===== src/rtl/shift_add_mul4.sv =====
// ---------------------------------------------------------------------------
// shift_add_mul4
//   Sequential 4x4 unsigned shift-and-add multiplier producing an 8-bit
//   product. One multiply in flight; start/done handshake. A single 4-bit
//   ripple adder (full_add4) is reused on every iteration.
//
// Ports
//   clk      in   1  rising-edge clock
//   rst      in   1  asynchronous, active-high reset
//   start    in   1  multiply request, honoured only while idle
//   a        in   4  multiplicand, captured with an accepted start
//   b        in   4  multiplier, captured with an accepted start
//   busy     out  1  high whenever a multiply is running or completing
//   done     out  1  one-cycle pulse, product is new and valid
//   product  out  8  last completed a*b, held until the next result
// ---------------------------------------------------------------------------

module full_add4 (
    input  logic [3:0] a,
    input  logic [3:0] b,
    input  logic       c_in,
    output logic [3:0] sum,
    output logic       c_out
);
    assign {c_out, sum} = {1'b0, a} + {1'b0, b} + {4'b0000, c_in};
endmodule

module shift_add_mul4 #(
    parameter int WIDTH = 4
) (
    input  logic                 clk,
    input  logic                 rst,
    input  logic                 start,
    input  logic [WIDTH-1:0]     a,
    input  logic [WIDTH-1:0]     b,
    output logic                 busy,
    output logic                 done,
    output logic [2*WIDTH-1:0]   product
);
    // The adder instance is hard-wired at 4 bits; reject other widths.
    if (WIDTH != 4) begin : g_width_check
        $error("shift_add_mul4: only WIDTH=4 is supported");
    end

    typedef enum logic [1:0] {
        IDLE = 2'd0,
        RUN  = 2'd1,
        DONE = 2'd2
    } state_t;

    state_t               r_state;
    state_t               w_next_state;
    logic [WIDTH-1:0]     r_m;
    logic [WIDTH-1:0]     r_a;
    logic [WIDTH-1:0]     r_q;
    logic [2:0]           r_count;
    logic [2*WIDTH-1:0]   r_product;

    logic [WIDTH-1:0]     w_addend;
    logic [WIDTH-1:0]     w_sum;
    logic                 w_cout;
    logic                 w_last_iter;

    // Multiplier bit selects whether M or zero is added this iteration.
    assign w_addend    = r_q[0] ? r_m : '0;
    assign w_last_iter = (r_count == 3'(WIDTH - 1));

    full_add4 u_add (
        .a     (r_a),
        .b     (w_addend),
        .c_in  (1'b0),
        .sum   (w_sum),
        .c_out (w_cout)
    );

    always_ff @(posedge clk or posedge rst) begin
        if (rst) begin
            r_state <= IDLE;
        end else begin
            r_state <= w_next_state;
        end
    end

    always_comb begin
        w_next_state = r_state;
        case (r_state)
            IDLE:    if (start) w_next_state = RUN;
            RUN:     if (w_last_iter) w_next_state = DONE;
            DONE:    w_next_state = IDLE;
            default: w_next_state = IDLE;
        endcase
    end

    always_ff @(posedge clk or posedge rst) begin
        if (rst) begin
            r_m       <= '0;
            r_a       <= '0;
            r_q       <= '0;
            r_count   <= '0;
            r_product <= '0;
        end else begin
            case (r_state)
                IDLE: begin
                    if (start) begin
                        r_m     <= a;
                        r_a     <= '0;
                        r_q     <= b;
                        r_count <= '0;
                    end
                end
                RUN: begin
                    // Right shift of {c_out, sum, Q} by one position.
                    r_a     <= {w_cout, w_sum[WIDTH-1:1]};
                    r_q     <= {w_sum[0], r_q[WIDTH-1:1]};
                    r_count <= r_count + 3'd1;
                    // Load the post-shift {A,Q} on the final iteration so the
                    // output never shows a partial product.
                    if (w_last_iter) begin
                        r_product <= {w_cout, w_sum, r_q[WIDTH-1:1]};
                    end
                end
                default: ;
            endcase
        end
    end

    assign busy    = (r_state != IDLE);
    assign done    = (r_state == DONE);
    assign product = r_product;

endmodule


===== config.mk =====
export PLATFORM = sky130hd
export DESIGN_NAME = shift_add_mul4
export DESIGN_NICKNAME = d
export VERILOG_FILES = /design/src/rtl/shift_add_mul4.sv
export SDC_FILE = /design/constraint.sdc
export NUM_CORES = 1
export LEC_CHECK = 0
export ABC_AREA = 1
export ABC_CLOCK_PERIOD_IN_PS = 3700
export BUFFER_PORTS_ARGS = -buffer_cell sky130_fd_sc_hd__buf_4
export CAP_MARGIN = 10
export CORE_UTILIZATION = 40
export DETAILED_ROUTE_END_ITERATION = 16
export PLACE_DENSITY = 0.69
export SYNTH_ARGS = -nofsm -noshare
export SYNTH_HDL_FRONTEND = slang
export SYNTH_SLANG_ARGS = --single-unit

===== constraint.sdc =====
create_clock -name clk -period 3.7 [get_ports clk]
set_clock_uncertainty 0.05 [all_clocks]
set_input_delay 0 -clock clk [delete_from_list [all_inputs] [get_ports clk]]
set_output_delay 0 -clock clk [all_outputs]
set_load 0.03 [all_outputs]

==> flow_summary.yaml, run 1 <==
grt:
  grt_max_degree: 26
  grt_pass1_vias: 949
  grtUsageTotal_pct: 16.90
  grt_pass1_wl_um: 4098
  antenna_found_initial: 0
  grt_overflow: 0
synth:
  synth_cells: 133
  synth-edff-count: 0
  syn-mean-instance-area_um2: 9.238
  synth_nets: 151
  synthArstFlopShare_pct: 100.0
  ys_seq_elements: 25
  synth_area_leaders: "dfrtp_1 51%, nand2_1 12%, inv_1 6.4%, ha_1 6.1%, o21ai_2 5.7%"
  synth_area_leader_cell: "dfrtp_1"
  yosys_warnings: 0
  synth_top_area_share_pct: 50.92
  netlist_area_mm2: 0.001229
  ys_types: 19
  ys.flop_type: "dfrtp_1"
  yosysSeqAreaShare_pct: 50.92
finish:
  final_common_cell: "nand2_1"
  fin_cells: 196
  final_cell_mix: "40 x nand2_1, 25 x dfrtp_1, 21 x inv_1"
  fin_area_mm2: 0.001521
  fill_cells: 265
  layout-drive-gt1-share_pct: 21.82
  diodes: 0
  nets: 184
  syn2layout_area_growth_pct: 23.83
routing:
  drc: 0
  firstDrtPassIters: 4
  wl_met2_um: 1155
  drt-wirelength-per-cell_um: 12.47
  drt_iter0_drc: 24
  top_layer: "met4"
  ant_nets: 0
  vias: 957
  wl_met1_um: 1111
  viasPerCell: 4.883
  wl_um: 2444
  dr_wl_met3_um: 64
min_path:
  hp-class: "input pin to async pin"
job:
  drv_cap: 0
clock_network:
  cts_buffers: 3
  insertion_delay_ps: 320
  post_cts_resized: 0
  cts.sinks: 25
  clock-root-buffer: "clkbuf_4"
  cts_setup_buffers: 0
  clockBufferDepth: 2
  cts_tree: "built"
  postCtsHoldBufs: 10
  cts.clk_slew.worst_paths_ps: 140
  htreeDepth: 1
critical_path:
  critPathSlowestCell: "dfrtp_1"
  cpMostUsedCell: "nand2_1"
  cpPeakStageDelay_ps: 440
  startpoint: "r_q[0]$_DFFE_PP0P_"
  endpoint_kind: "register"
  criticalPathCategory: "register to register"
  r2r_start: "r_q[0]$_DFFE_PP0P_"
  timing.critical_path.required_ps: 3890
  path_cells: "nand2_1 > inv_1 > ha_1 > fa_1 > a21oi_1 > o21bai_1 > nand2_1 > nand2_1"
  cp-start-kind: "register"
  cp_data_arrival_time_ps: 1900
  path_max_fanout: 5
power:
  total_power_mw: 1.136
  p_leak_nw: 0.8289
  pwr_density_cell_mw_per_mm2: 746.6
  max-vdd-ir-drop_mv: 0.2506
floorplanning:
  core_mm2: 0.002829
  fp.dieW_um: 57.42
  initial_core_util_pct: 43.43
  dieArea_mm2: 0.003297
  ios: 21
  core.rowCount: 19
  die_h_um: 57.42
timing:
  period_share_pct: 46.40
  grt_setup_unrepaired: "no"
  tns_ps: 0
  clock.fmax_mhz: 582.5
  finalSetupViolations: 0
  finalHoldViolCount: 0
  worst_pin_slew_ps: 937.4
  finalCriticalPeriod_ps: 1717
  max-slew-margin-rel_pct: 37.44
  setup_slack_ps: 1983
  report.final.slew_viol_count: 0
placement:
  io_buffers: 20
  place_inst: 182
  place.gp.congestion: 0.8227
  postPlaceCellArea_mm2: 0.001395
  pre_cts_slack_ps: 2011
  dp_hpwl_um: 1695
status:
  outcome: "finished clean"
==> final timing paths <==
check,slack (ps),endpoint,cells after the start
setup / recovery,1980,product[7]$_DFFE_PP0P_,8
hold / removal,380,product[4]$_DFFE_PP0P_,3
setup reg to reg,1980,product[7]$_DFFE_PP0P_,8
hold reg to reg,450,product[4]$_DFFE_PP0P_,2
max in group asynchronous,2660,r_m[0]$_DFFE_PP0P_,3
min in group clk,420,r_m[2]$_DFFE_PP0P_,4
==> stage by stage <==
stage / util [%] / hold WS (ps)
after floorplan: - / -22.68
after global placement: 49.31 / 196.0
after detailed placement: 49.31 / 215.5
after CTS: 53.78 / 411.3
after global routing: 53.78 / 411.2
final: 53.78 / 377.9
==> layout make-up <==
class | instances | area (µm²) | area share, %
clock buffer | 4 | 26.28 | 1.727
inverter | 22 | 85.08 | 5.592
multi-input combinational | 84 | 495.5 | 32.57
sequential | 25 | 625.6 | 41.12
tap | 31 | 38.79 | 2.549
timing repair buffer | 30 | 250.2 | 16.45
==> cells by family (layout without fill, tap and decap cells) <==
group / count (synthesis) / in the layout / synth area share, %
XOR/XNOR: 1 / 1 / 0.7130
adder cells (fa/ha/maj): 7 / 7 / 7.739
AND/OR/NAND/NOR: 49 / 49 / 16.80
AO/OA/AOI/OAI: 27 / 27 / 15.07
flip-flops: 25 / 25 / 50.92
buffers and inverters: 24 / 56 / 8.758
==> worst max-delay path: cells and delay by family, from the launching register on <==
| family | cells | cell delay (ps) |
|---|---|---|
| AO/OA/AOI/OAI | 2 | 260 |
| adder cells (fa/ha/maj) | 2 | 650 |
| buffers and inverters | 1 | 40 |
| flip-flops | 1 | 440 |
| AND/OR/NAND/NOR | 3 | 190 |
==> cell usage after synthesis, types with 2 or more instances <==
cell      n
buf_6     2
inv_1    21
o21ai_0  12
dfrtp_1  25
a21oi_1   2
o21ai_2   8
nand2_1  40
nand3_1   6
ha_1      6
nand2_4   2
==> layer usage <==
metal	vias to the layer above	global-route usage, %
met4	0	12.20
met3	11	3.401
met1	441	19.88
met2	23	27.41
li1	482	-
met5	-	0
==> power by group <==
| group | internal, mW | total [mW] | switching, mW |
|---|---|---|---|
| Clock | 0.0423 | 0.127 | 0.0844 |
| Sequential | 0.380 | 0.446 | 0.0659 |
| Combinational | 0.206 | 0.563 | 0.357 |
| Total | 0.629 | 1.14 | 0.507 |
==> state kept, by name (all words and copies together), names as in the netlist <==
signal	cells
r_m	4
r_state	2
r_q	4
r_a	4
r_count	3
product	8
(Power assumes the default switching activity.)
==> run 2: changes to the inputs <==
--- a/config.mk
+++ b/config.mk
@@ -6,7 +6,7 @@
 export NUM_CORES = 1
 export LEC_CHECK = 0
 export ABC_AREA = 1
-export ABC_CLOCK_PERIOD_IN_PS = 3700
+export ABC_CLOCK_PERIOD_IN_PS = 1800
 export BUFFER_PORTS_ARGS = -buffer_cell sky130_fd_sc_hd__buf_4
 export CAP_MARGIN = 10
 export CORE_UTILIZATION = 40
==> constraint.sdc (replaced) <==
create_clock -name clk -period 1.8 [get_ports clk]
set_clock_uncertainty 0.05 [all_clocks]
set_input_delay 0 -clock clk [delete_from_list [all_inputs] [get_ports clk]]
set_output_delay 0 -clock clk [all_outputs]
set_load 0.03 [all_outputs]
==> flow_summary.yaml, run 2 (synthesis results as in run 1) <==
routing:
  firstDrtPassIters: 4
  drt_iter0_drc: 28
  vias: 972
  drt-wirelength-per-cell_um: 12.06
  viasPerCell: 4.934
  wl_um: 2376
  drc: 0
  ant_nets: 0
timing:
  period_share_pct: 95.47
  holdWs_ps: 212.8
  max-slew-margin-rel_pct: 78.84
  finalSetupViolations: 0
  worst_pin_slew_ps: 317.5
  finalCriticalPeriod_ps: 1718
  grt_setup_unrepaired: "no"
  clock.fmax_mhz: 581.9
  report.final.slew_viol_count: 0
  finalHoldViolCount: 0
  tns_ps: 0
placement:
  place_inst: 183
  place.gp.congestion: 0.8209
  dp_hpwl_um: 1735
  io_buffers: 20
clock_network:
  cts_buffers: 3
  post_cts_resized: 0
  insertion_delay_ps: 320
  clockBufferDepth: 2
  postCtsHoldBufs: 10
  htreeDepth: 1
  cts_setup_buffers: 0
  cts_tree: "built"
  cts.sinks: 25
  cts.clk_slew.worst_paths_ps: 140
  clock-root-buffer: "clkbuf_4"
finish:
  fin_cells: 197
  syn2layout_area_growth_pct: 24.44
  nets: 185
  final_cell_mix: "40 x nand2_1, 25 x dfrtp_1, 21 x inv_1, 21 x buf_4, 12 x o21ai_0"
  diodes: 0
  final_common_cell: "nand2_1"
  layout-drive-gt1-share_pct: 22.29
  largest_reg_flops: 8
power:
  max-vdd-ir-drop_mv: 0.5483
  power_frac_seq_pct: 39.4
  switching_share_pct: 44.67
  comb_power_share_pct: 49.8
  clkPwrFrac_pct: 10.8
  power.switching_mw: 1.045
  p_int_mw: 1.294
  p_leak_nw: 0.8337
  total_power_mw: 2.339
  pwr_density_cell_mw_per_mm2: 1529
floorplanning:
  dieArea_mm2: 0.003297
  core.rowCount: 19
  core_mm2: 0.002829
  die_h_um: 57.42
  initial_core_util_pct: 43.43
  fp.dieW_um: 57.42
  ios: 21
critical_path:
  cp-start-kind: "register"
  ff2ff_setup_slack_ps: 80
  startpoint: "r_q[0]$_DFFE_PP0P_"
  criticalPathCategory: "register to register"
  r2r_start: "r_q[0]$_DFFE_PP0P_"
  timing.critical_path.required_ps: 1990
  cp_data_arrival_time_ps: 1900
  endpoint_kind: "register"
  reg2reg_depth: 8
  path_max_fanout: 5
  endpoint: "product[7]$_DFFE_PP0P_"
  r2r_end: "product[7]$_DFFE_PP0P_"
grt:
  grt_overflow: 0
  grtUsageTotal_pct: 16.67
  grt_pass1_vias: 931
  grt_max_degree: 26
  antenna_found_initial: 0
  grt_pass1_wl_um: 4126
job:
  drv_cap: 0
status:
  outcome: "finished clean"
min_path:
  hp-class: "input pin to async pin"
-- run 2: cell count changes in the layout (fill, tap and decap cells not counted) --
cell | previous run | this run
buf_4 | 20 | 21
-- run 2: power groups by stage --
| stage | Sequential (mW) | Combinational [mW] | Clock [mW] |
|---|---|---|---|
| floorplan | 1.03 | 0.746 | 0 |
| global placement | 0.917 | 1.11 | 0 |
| detailed placement | 0.930 | 1.16 | 0 |
| CTS | 0.918 | 1.18 | 0.260 |
| global route | 0.946 | 1.30 | 0.294 |
| finish | 0.920 | 1.16 | 0.254 |
-- run 2: how the worst min path moves through the flow --
stage          cells after the start  startpoint                endpoint
2_1_floorplan                      1         rst  product[0]$_DFFE_PP0P_
3_3_place_gp                       3         rst  product[2]$_DFFE_PP0P_
3_5_place_dp                       3         rst  product[2]$_DFFE_PP0P_
4_1_cts                            4         rst  product[7]$_DFFE_PP0P_
5_1_grt                            4         rst      r_a[3]$_DFFE_PP0P_
6_report                           4         rst      r_a[3]$_DFFE_PP0P_
-- run 2: area by class of cell --
| class | instances | area (µm²) |
|---|---|---|
| clock buffers | 4 | 26.28 |
| multi-input cells | 84 | 495.5 |
| repair buffers | 31 | 257.7 |
| inverters | 22 | 85.08 |
| flip-flops and latches | 25 | 625.6 |
| fillers | 257 | 1300 |
| well taps | 31 | 38.79 |
-- run 2: layer usage --
metal	vias up	GRT usage, %	share of wire [%]
li1	484	-	-
met3	7	2.041	2.7
met2	18	28.07	50
met4	0	10.10	3.0
met5	-	0	0
met1	463	20.35	44
-- run 2: through the flow --
| step | utilization [%] | worst slack (ps) | area, µm² |
|---|---|---|---|
| after floorplan | - | 219.0 | 1229 |
| after global placement | 49.58 | 162.4 | 1403 |
| after detailed placement | 49.58 | 92.60 | 1403 |
| after CTS | 54.05 | 68.13 | 1529 |
| after global routing | 54.05 | 5.620 | 1529 |
| final | 54.05 | 81.52 | 1529 |
-- run 2: worst max-delay path, stage by stage, from the launching register on --
cell and delay (ps):
dfrtp_1 440, nand2_1 80, inv_1 40, ha_1 210, fa_1 440, a21oi_1 170, o21bai_1 90, nand2_1 70
nand2_1 40
==> run 3: changes to the inputs <==
--- a/config.mk
+++ b/config.mk
@@ -14,4 +14,5 @@
 export PLACE_DENSITY = 0.69
 export SYNTH_ARGS = -nofsm -noshare
 export SYNTH_HDL_FRONTEND = slang
+export SYNTH_HIERARCHICAL = 1
 export SYNTH_SLANG_ARGS = --single-unit
==> flow_summary.yaml, run 3 <==
status:
  outcome: "finished clean"
floorplanning:
  core_mm2: 0.003028
  initial_core_util_pct: 42.02
  fp.dieW_um: 58.40
  core.rowCount: 20
  ios: 21
  dieArea_mm2: 0.003411
  die_h_um: 58.40
routing:
  viasPerCell: 4.640
  drt-wirelength-per-cell_um: 10.75
  firstDrtPassIters: 4
  drc: 0
  vias: 1095
  ant_nets: 0
  wl_um: 2538
  drt_iter0_drc: 37
finish:
  final_common_cell: "nand2_1"
  fin_cells: 236
  fin_area_mm2: 0.001634
  diodes: 0
  largest_reg_flops: 8
  fin_util_pct: 53.97
  nets: 211
  layout-drive-gt1-share_pct: 21.35
  final_cell_mix: "64 x nand2_1, 25 x dfrtp_1, 24 x buf_4"
  fill_cells: 294
  syn2layout_area_growth_pct: 28.42
critical_path:
  criticalPathCategory: "register to register"
  cpPeakStageDelay_ps: 410
  critPathSlowestCell: "fa_1"
  endpoint_kind: "register"
  cpMostUsedCell: "inv_1"
  timing.critical_path.required_ps: 2000
  cp_num_buf_inv: 4
  path_max_fanout: 3
  cp_top_family: "adder cells"
  path_cells: "nand2_1 > inv_1 > fa_2 > inv_1 > fa_1 > inv_1 > inv_1 > o21ai_1"
  cp-start-kind: "register"
  cp_data_arrival_time_ps: 1930
synth:
  synthXorXnorAreaFrac_pct: 0.6883
  ys_types: 18
  synth_compound_area_share_pct: 7.375
  synth_top_area_share_pct: 49.16
  synth_area_leaders: "dfrtp_1 49%, nand2_1 19%, inv_1 5.3%, ha_1 4.9%, nand3_1 4.3%"
  netlist_area_mm2: 0.001272
  synth_area_leader_cell: "dfrtp_1"
  synth_top_family_by_area: "simple AND/OR/NAND/NOR gates"
  synthSimpleGateAreaFrac_pct: 25.27
  yosys_warnings: 6
  ys.flop_type: "dfrtp_1"
  synth_common_cells: "64 x nand2_1, 25 x dfrtp_1, 18 x inv_1"
  yosysSeqAreaShare_pct: 49.16
  muxShareOfSynthArea_pct: 0
  synth_nets: 173
  synth.most_common_cell: "nand2_1"
  synthAdderAreaFrac_pct: 8.063
  synth_cells: 155
  syn-mean-instance-area_um2: 8.209
  synthArstFlopShare_pct: 100.0
  synth-edff-count: 0
  ys_seq_elements: 25
placement:
  dp_hpwl_um: 1812
  pre_cts_slack_ps: 9.071
  io_buffers: 20
  place_inst: 218
  postPlaceCellArea_mm2: 0.001466
  place.gp.congestion: 0.8601
min_path:
  hp-class: "input pin to register"
timing:
  finalHoldViolCount: 0
  finalSetupViolations: 0
  clock.fmax_mhz: 579.7
  finalCriticalPeriod_ps: 1725
  tns_ps: 0
  holdWs_ps: 10.99
  period_share_pct: 95.84
  report.final.slew_viol_count: 0
  setup_slack_ps: 74.92
grt:
  grt_overflow: 0
  grt_max_degree: 26
  grtUsageTotal_pct: 17.60
  antenna_found_initial: 0
  grt_pass1_vias: 1092
  grt_pass1_wl_um: 4526
clock_network:
  cts.clk_slew.worst_paths_ps: 130
  cts.sinks: 25
  insertion_delay_ps: 320
  clockBufferDepth: 2
  cts_buffers: 3
  cts_tree: "built"
  htreeDepth: 1
  clock-root-buffer: "clkbuf_4"
power:
  p_int_mw: 1.386
  power.switching_mw: 1.137
  max-vdd-ir-drop_mv: 0.6881
  p_leak_nw: 0.8775
  clkPwrFrac_pct: 9.7
  power_frac_seq_pct: 38.5
  comb_power_share_pct: 51.8
  switching_share_pct: 45.07
  pwr_density_cell_mw_per_mm2: 1544
  total_power_mw: 2.522
job:
  drv_cap: 0
[run 3: changes by cell type after synthesis, moves of 3 or more]
cell and delta:
buf_4 +3, inv_1 -3, inv_2 +4, nand2_1 +24, nand3_1 +5, o21ai_0 -10, o21ai_1 +5, o21ai_2 -3
[run 3: final timing paths]
| kind | from | end | slack (ps) | cells after the start |
|---|---|---|---|---|
| max in group asynchronous | rst | r_a[2]$_DFFE_PP0P_ | 1240 | 4 |
| min | start | r_q[0]$_DFFE_PP0P_ | 10 | 4 |
| min in group asynchronous | rst | r_state[1]$_DFFE_PP0P_ | 220 | 4 |
| min reg2reg | product[3]$_DFFE_PP0P_ | product[3]$_DFFE_PP0P_ | 440 | 2 |
| max | r_m[0]$_DFFE_PP0P_ | r_a[0]$_DFFE_PP0P_ | 70 | 8 |
| max reg2reg | r_m[0]$_DFFE_PP0P_ | r_a[0]$_DFFE_PP0P_ | 70 | 8 |
[run 3: worst register-to-register path, delay by kind of cell, from the launching register on]
family	cells	cell delay, ps
adder cells (fa/ha/maj)	2	780
flip-flops	1	400
buffers and inverters	4	240
AO/OA/AOI/OAI	1	120
AND/OR/NAND/NOR	1	70
[run 3: kinds of logic after synthesis]
logic type,count (synthesis)
XOR/XNOR,1
buffers and inverters,26
adder cells (fa/ha/maj),7
AND/OR/NAND/NOR,80
flip-flops,25
AO/OA/AOI/OAI,15
other,1
[run 3: power groups by stage]
stage                     clock network, mW  logic (mW)  registers, mW
after floorplan                           0       0.841           1.06
after global placement                    0        1.21          0.964
after detailed placement                  0        1.25          0.981
after CTS                             0.255        1.29          0.971
after global routing                  0.294        1.49           1.01
final                                 0.244        1.31          0.972
[run 3: final cells by class]
class / count / area [µm²] / share of cell area [%]
sequential: 25 / 625.6 / 38.28
multi-input combinational: 104 / 533.0 / 32.62
timing repair buffer: 37 / 310.3 / 18.99
inverter: 22 / 82.58 / 5.054
tap: 44 / 55.05 / 3.369
clock buffer: 3 / 22.52 / 1.378
clock inverter: 1 / 5.005 / 0.3063
[run 3: per-layer routing]
metal  vias up  track usage (%)  wire [µm]
li1        546                -          -
met1       510            21.02       1103
met2        32            30.71       1281
met3         7            4.835        120
met4         0            5.782         34
met5         -                0          0
[run 3: repair_timing]
action / in CTS / in global routing
hold buffers: 13 / 0
resized for setup: 0 / 2
endpoints found under the setup margin: 0 / 6
buffers inserted: 0 / 1
hold endpoints to repair: 33 / 0
